--- src/rtl/pwm_sequencer.sv ---
// pwm_sequencer
//   Plays a programmed table of PWM settings into a bank of pwm channels.
//   Each table step retargets one channel over the shared config bus. The
//   channel's update strobe pulses for one cycle, then the sequencer holds for
//   the step's programmed number of cycles before moving to the next step.
//
//   Optional feature macro: PWM_SEQ_LOOP_EN adds input i_loop. When i_loop is
//   high at the end of the last step, the sequence wraps to step 0 instead of
//   finishing.
//
// Ports
//   i_clk, i_reset                 clock, synchronous active-high reset
//   i_start, i_stop                start (sampled in IDLE) / abort
//   i_num_steps                    steps to play (0..DEPTH), sampled at start
//   i_tbl_*                        table write port (one step per address)
//   i_loop                         repeat the sequence (PWM_SEQ_LOOP_EN only)
//   o_cfg_wave_length/pulse_width/active_high   shared channel config bus
//   o_cfg_update                   per-channel one-cycle update strobe
//   o_ch_enable                    per-channel enable
//   o_step_idx, o_busy, o_done     status
//
// States
//   IDLE  | waiting for start
//   FETCH | table read of the current step
//   APPLY | config bus driven, update strobe high for the target channel
//   GAP   | strobe low so the channel sees a fresh rising edge next time
//   HOLD  | counting the step's hold cycles
module pwm_sequencer #(
    parameter int NUM_CH         = 4,
    parameter int WAVE_LEN_WIDTH = 11,
    parameter int DEPTH          = 16,
    parameter int HOLD_WIDTH     = 16,
    localparam int CH_W          = (NUM_CH > 1) ? $clog2(NUM_CH) : 1,
    localparam int AW            = $clog2(DEPTH)
) (
    input  logic                      i_clk,
    input  logic                      i_reset,
    input  logic                      i_start,
    input  logic                      i_stop,
    input  logic [AW:0]               i_num_steps,
    input  logic                      i_tbl_we,
    input  logic [AW-1:0]             i_tbl_addr,
    input  logic [CH_W-1:0]           i_tbl_ch,
    input  logic [WAVE_LEN_WIDTH-1:0] i_tbl_wave_length,
    input  logic [WAVE_LEN_WIDTH-1:0] i_tbl_pulse_width,
    input  logic                      i_tbl_active_high,
    input  logic                      i_tbl_enable,
    input  logic [HOLD_WIDTH-1:0]     i_tbl_hold,
`ifdef PWM_SEQ_LOOP_EN
    input  logic                      i_loop,
`endif
    output logic [WAVE_LEN_WIDTH-1:0] o_cfg_wave_length,
    output logic [WAVE_LEN_WIDTH-1:0] o_cfg_pulse_width,
    output logic                      o_cfg_active_high,
    output logic [NUM_CH-1:0]         o_cfg_update,
    output logic [NUM_CH-1:0]         o_ch_enable,
    output logic [AW-1:0]             o_step_idx,
    output logic                      o_busy,
    output logic                      o_done
);

    localparam int ENTRY_W = CH_W + 2 * WAVE_LEN_WIDTH + 2 + HOLD_WIDTH;

    typedef enum logic [2:0] {
        S_IDLE,
        S_FETCH,
        S_APPLY,
        S_GAP,
        S_HOLD
    } state_t;

    state_t                    r_state;
    logic [ENTRY_W-1:0]        r_tbl [DEPTH];
    logic [AW:0]               r_num;
    logic [HOLD_WIDTH-1:0]     r_hold_cnt;
    logic [WAVE_LEN_WIDTH-1:0] r_wave_length;
    logic [WAVE_LEN_WIDTH-1:0] r_pulse_width;
    logic                      r_active_high;
    logic [NUM_CH-1:0]         r_update;
    logic [NUM_CH-1:0]         r_enable;
    logic [AW-1:0]             r_step_idx;
    logic                      r_done;

    logic [ENTRY_W-1:0]        w_rd;
    logic [CH_W-1:0]           w_rd_ch;
    logic [WAVE_LEN_WIDTH-1:0] w_rd_wl;
    logic [WAVE_LEN_WIDTH-1:0] w_rd_pw;
    logic                      w_rd_ah;
    logic                      w_rd_en;
    logic [HOLD_WIDTH-1:0]     w_rd_hold;
    logic                      w_last;
    logic                      w_loop;
    logic [AW:0]               w_num_clamped;

`ifdef PWM_SEQ_LOOP_EN
    assign w_loop = i_loop;
`else
    assign w_loop = 1'b0;
`endif

    // Table storage is deliberately not reset.
    always_ff @(posedge i_clk) begin
        if (i_tbl_we) begin
            r_tbl[i_tbl_addr] <= {i_tbl_ch, i_tbl_wave_length, i_tbl_pulse_width,
                                  i_tbl_active_high, i_tbl_enable, i_tbl_hold};
        end
    end

    // The read is captured straight into the output registers on the FETCH
    // edge, so a same-cycle write to that address yields the old entry.
    assign w_rd = r_tbl[r_step_idx];
    assign {w_rd_ch, w_rd_wl, w_rd_pw, w_rd_ah, w_rd_en, w_rd_hold} = w_rd;

    assign w_last        = ({1'b0, r_step_idx} == (r_num - 1'b1));
    assign w_num_clamped = (i_num_steps > (AW+1)'(DEPTH)) ? (AW+1)'(DEPTH) : i_num_steps;

    // r_done is raised on entry to the final cycle of the last step. The
    // end-of-step decision then reuses it, so a change on i_loop cannot split
    // the done pulse from the return to IDLE.
    always_ff @(posedge i_clk) begin
        if (i_reset) begin
            r_state       <= S_IDLE;
            r_num         <= '0;
            r_hold_cnt    <= '0;
            r_wave_length <= '0;
            r_pulse_width <= '0;
            r_active_high <= 1'b0;
            r_update      <= '0;
            r_enable      <= '0;
            r_step_idx    <= '0;
            r_done        <= 1'b0;
        end else begin
            r_update <= '0;
            r_done   <= 1'b0;
            if (i_stop && r_state != S_IDLE) begin
                r_state <= S_IDLE;
            end else begin
                case (r_state)
                    S_IDLE: begin
                        if (i_start && !i_stop) begin
                            if (i_num_steps == '0) begin
                                r_done <= 1'b1;
                            end else begin
                                r_num      <= w_num_clamped;
                                r_step_idx <= '0;
                                r_state    <= S_FETCH;
                            end
                        end
                    end
                    S_FETCH: begin
                        r_wave_length <= w_rd_wl;
                        r_pulse_width <= w_rd_pw;
                        r_active_high <= w_rd_ah;
                        r_hold_cnt    <= w_rd_hold;
                        // An out-of-range channel matches no index: no strobe, no enable change.
                        for (int i = 0; i < NUM_CH; i++) begin
                            if (w_rd_ch == i[CH_W-1:0]) begin
                                r_update[i] <= 1'b1;
                                r_enable[i] <= w_rd_en;
                            end
                        end
                        r_state <= S_APPLY;
                    end
                    S_APPLY: begin
                        r_state <= S_GAP;
                        if (r_hold_cnt == '0 && w_last && !w_loop) r_done <= 1'b1;
                    end
                    S_GAP, S_HOLD: begin
                        if (r_hold_cnt == '0) begin
                            if (r_done) begin
                                r_state <= S_IDLE;
                            end else begin
                                r_step_idx <= w_last ? '0 : r_step_idx + 1'b1;
                                r_state    <= S_FETCH;
                            end
                        end else begin
                            r_state    <= S_HOLD;
                            r_hold_cnt <= r_hold_cnt - 1'b1;
                            if (r_hold_cnt == HOLD_WIDTH'(1) && w_last && !w_loop) r_done <= 1'b1;
                        end
                    end
                    default: r_state <= S_IDLE;
                endcase
            end
        end
    end

    assign o_cfg_wave_length = r_wave_length;
    assign o_cfg_pulse_width = r_pulse_width;
    assign o_cfg_active_high = r_active_high;
    assign o_cfg_update      = r_update;
    assign o_ch_enable       = r_enable;
    assign o_step_idx        = r_step_idx;
    assign o_busy            = (r_state != S_IDLE);
    assign o_done            = r_done;

endmodule
--- config.mk ---
export PLATFORM = sky130hd
export DESIGN_NAME = pwm_sequencer
export DESIGN_NICKNAME = d
export VERILOG_FILES = /design/src/rtl/pwm_sequencer.sv
export SDC_FILE = /design/constraint.sdc
export NUM_CORES = 1
export LEC_CHECK = 0
export ABC_AREA = 1
export CORE_MARGIN = 1.5
export CORE_UTILIZATION = 63
export DETAILED_ROUTE_END_ITERATION = 12
export DONT_BUFFER_PORTS = 1
export GPL_TIMING_DRIVEN = 0
export HOLD_SLACK_MARGIN = 0.06
export PLACE_DENSITY_LB_ADDON = 0.1
export SYNTH_ARGS = -nofsm -noshare
export SYNTH_HDL_FRONTEND = slang
export SYNTH_SLANG_ARGS = --single-unit
--- constraint.sdc ---
create_clock -name i_clk -period 4 [get_ports i_clk]
set_input_delay 0.6 -clock i_clk [delete_from_list [all_inputs] [get_ports i_clk]]
set_output_delay 0.6 -clock i_clk [all_outputs]
set_load 0.005 [all_outputs]
==> qor.txt <==
Hold Path Class - in -> reg
CTS buffer count - 74
Mapped Cells - 2435
root buffer cell - clkbuf_16
ANT nets after route - 0
Reg2Reg Capture Point - o_cfg_wave_length[10]
critical path peak fanout - 10
initial antenna violation count - 1
later-pin clock latency in the skew report - 620 ps
Pwr per Cell Area - 633.7 nW/µm²
number of max-cap violations - 0
worst-margin pin slew - 1183 ps
WS Path Type - reg -> reg
hold depth - 0
cells along the critical path - nand3_1 -> nor2_1 -> buf_2 -> buf_1 -> nand3_1 -> nand2_1 -> inv_1
critical path capture point type - register
share of post-route cells with drive strength above 1 - 0.08686
Net Sw Frac - 0.3344
FMAX - 354.4 MHz
leak pwr - 11.42 nW
CP dominant cell by count - nand3_1
Yosys reg bits - 736
clock tree buffer depth - 3
worst setup margin - 1179 ps
power share of the clock group - 0.315
Post-Syn Area per Cell - 12.15 µm²
P_sw - 0.007053 W
fin crit share - 0.7053
post-detail-place hpwl - 53960 µm
Worst Hold Path EP - r_tbl[0][20]
Nets - 2603
IO Port Bufs - 0
part of the Yosys area used for sequential elements - 0.7255
fillcell total - 3150
largest net degree at the start of global routing - 25
commonest non-fill, non-tap cell in the layout - edfxtp_1
pre-CTS setup slack - 1318 ps
CTS tree - built
Peak VDD IR - 433.4 µV
cell family with most CP delay - simple AND/OR/NAND/NOR gates
crit-path max cell delay - 670 ps
R2R setup slack - 1180 ps
Synth Flop Type - edfxtp_1
Core ar. - 46460 µm²
Final Hold Violating Endpoints - 0
vias in the first global route - 20024
wire per inst - 26.80 µm
first-pass GRT wire length - 125200 µm
die span in y - 219.7 µm
startpoint types - register
number of flops mapped to enable cells by yosys - 672
clock slew at reported path FFs - 60 ps
# clock sinks - 736
Die X - 219.7 µm
setup total negative slack - 0 ps
Post-Syn Area - 29580 µm²
Global Route Usage Sum - 0.3637
number of distinct library cells after synthesis - 36
Async SR Flop Fraction - 0
Arrival @ worst endpoint - 3340 ps
drt total wl - 86020 µm
1st-iter DRT viols - 2734
internal cell power - 0.01404 W
DRT Pass-1 Iters - 9
RSZ-0062 raised after global routing - false
GR Overflow Total - 0
Reg-to-Reg Start - r_state[0]
H-tree depth - 3
Final Max Tran Viols - 0
leading cell types in the layout, fill and taps excluded - edfxtp_1 (672), nor2_1 (413), nand2_1 (281)
Syn-to-layout area delta - 12.51%
Initial Util - 0.6367
DRC - 0
R2R cell count - 7
Vias/cell - 6.450
HP Start - i_tbl_pulse_width[2]
die area - 48260 µm²
Slew HR - 0.2116
buffer and inverter count on the worst path - 3
Slowest-stage cell, CP - nor2_1
Comb pwr share - 0.266
Post-CTS Setup Bufs - 0
Rows - 79
Yosys Warn Count - 0
via count - 20704
register share of total power - 0.419
Final Critical Period - 2821 ps
syn nets - 2495
IO Pins - 93
GPL Wtd Cong - 0.9151
CP Data Required Time - 4520 ps
clock skew - 28.00 ps
Final setup viols - 0
status - complete, no violations
metrics by stage:
step             util  cells  total power [W]  hold slack, ps  instance area, µm²
2_1_floorplan       -   2435          0.01239           443.6               29580
3_3_place_gp   0.6531   3042          0.01425           455.1               30340
3_5_place_dp   0.6641   3060          0.01439           462.1               30850
4_1_cts        0.7163   3209          0.02095           60.30               33280
5_1_grt        0.7163   3209          0.02182           64.61               33280
6_report       0.7164   3210          0.02109           71.50               33280
metal layers:
layer  up-vias  part of all wire  track usage
met2      1378              0.48       0.5925
li1       8997                 -            -
met3       247              0.12      0.08282
met4         0             0.040       0.1689
met5         -                 0            0
met1     10082              0.36       0.4679
final cells by class:
class	count	area, µm²	share of cell area
antenna	1	2.502	0.00007519
inverter	92	345.3	0.01038
clock buffer	101	2047	0.06150
tap	607	759.5	0.02282
buffer	152	830.8	0.02496
clock inverter	34	241.5	0.007256
sequential	736	21460	0.6448
multi-input combinational	1455	7064	0.2123
timing repair buffer	32	530.5	0.01594
registers in the layout, indices dropped and copies added, names as in the netlist, named ones only:
| register | cells |
|---|---|
| r_tbl | 672 |
| r_hold_cnt | 16 |
| o_cfg_pulse_width | 11 |
| o_cfg_wave_length | 11 |
| r_num | 5 |
| o_cfg_update | 4 |
| o_ch_enable | 4 |
| o_step_idx | 4 |
| r_state | 3 |
| o_cfg_active_high | 1 |
| o_done | 1 |
cells in the mapped netlist (6+ instances only):
master	count	area share
nand2_1	281	0.036
inv_1	85	0.011
buf_6	21	0.0080
buf_4	12	0.0030
a21oi_1	64	0.011
o22ai_1	31	0.0066
dfxtp_1	64	0.043
o21a_1	17	0.0043
xor2_1	9	0.0027
edfxtp_1	672	0.68
inv_2	6	0.00076
o21ai_0	240	0.041
buf_2	37	0.0063
clkbuf_1	67	0.0085
o21ai_1	40	0.0068
buf_1	14	0.0018
o211ai_1	100	0.025
nor3_1	6	0.0010
nor2_1	429	0.054
o221ai_1	25	0.0074
nand3_1	186	0.031
cells by family after synthesis:
logic type | count (synthesis) | share of synthesized area
DFF | 736 | 0.7255
and+or+nand+nor | 917 | 0.1263
xor gates and xnor gates | 12 | 0.003553
buffers and inverters | 244 | 0.03976
adders and majority gates | 4 | 0.001692
AOI/OAI and AO/OA | 522 | 0.1032
worst max-delay path by stage:
stage | startpoint | cells past startpoint | slack (ps) | end
5_1_grt | r_state[0] | 7 | 1190 | o_cfg_pulse_width[10]
4_1_cts | r_state[0] | 7 | 1330 | o_cfg_wave_length[10]
2_1_floorplan | i_tbl_addr[2] | 2 | 970 | r_tbl[10][0]
3_3_place_gp | i_tbl_addr[2] | 3 | -1180 | r_tbl[3][13]
6_report | r_state[0] | 7 | 1180 | o_cfg_wave_length[10]
3_5_place_dp | i_stop | 6 | 1320 | o_cfg_wave_length[10]
power by group through the flow:
stage / registers, W / clock network (W) / logic, W
after floorplan: 0.00893 / 0 / 0.00345
after global placement: 0.00899 / 0 / 0.00526
after detailed placement: 0.00899 / 0 / 0.00541
after CTS: 0.00883 / 0.00664 / 0.00549
after global routing: 0.00885 / 0.00694 / 0.00603
final: 0.00883 / 0.00665 / 0.00561
what timing repair did:
action	CTS	global route
hold buffers	14	0
resized for setup	0	0
endpoints found under the hold margin	52	0
(Power assumes the default switching activity.)
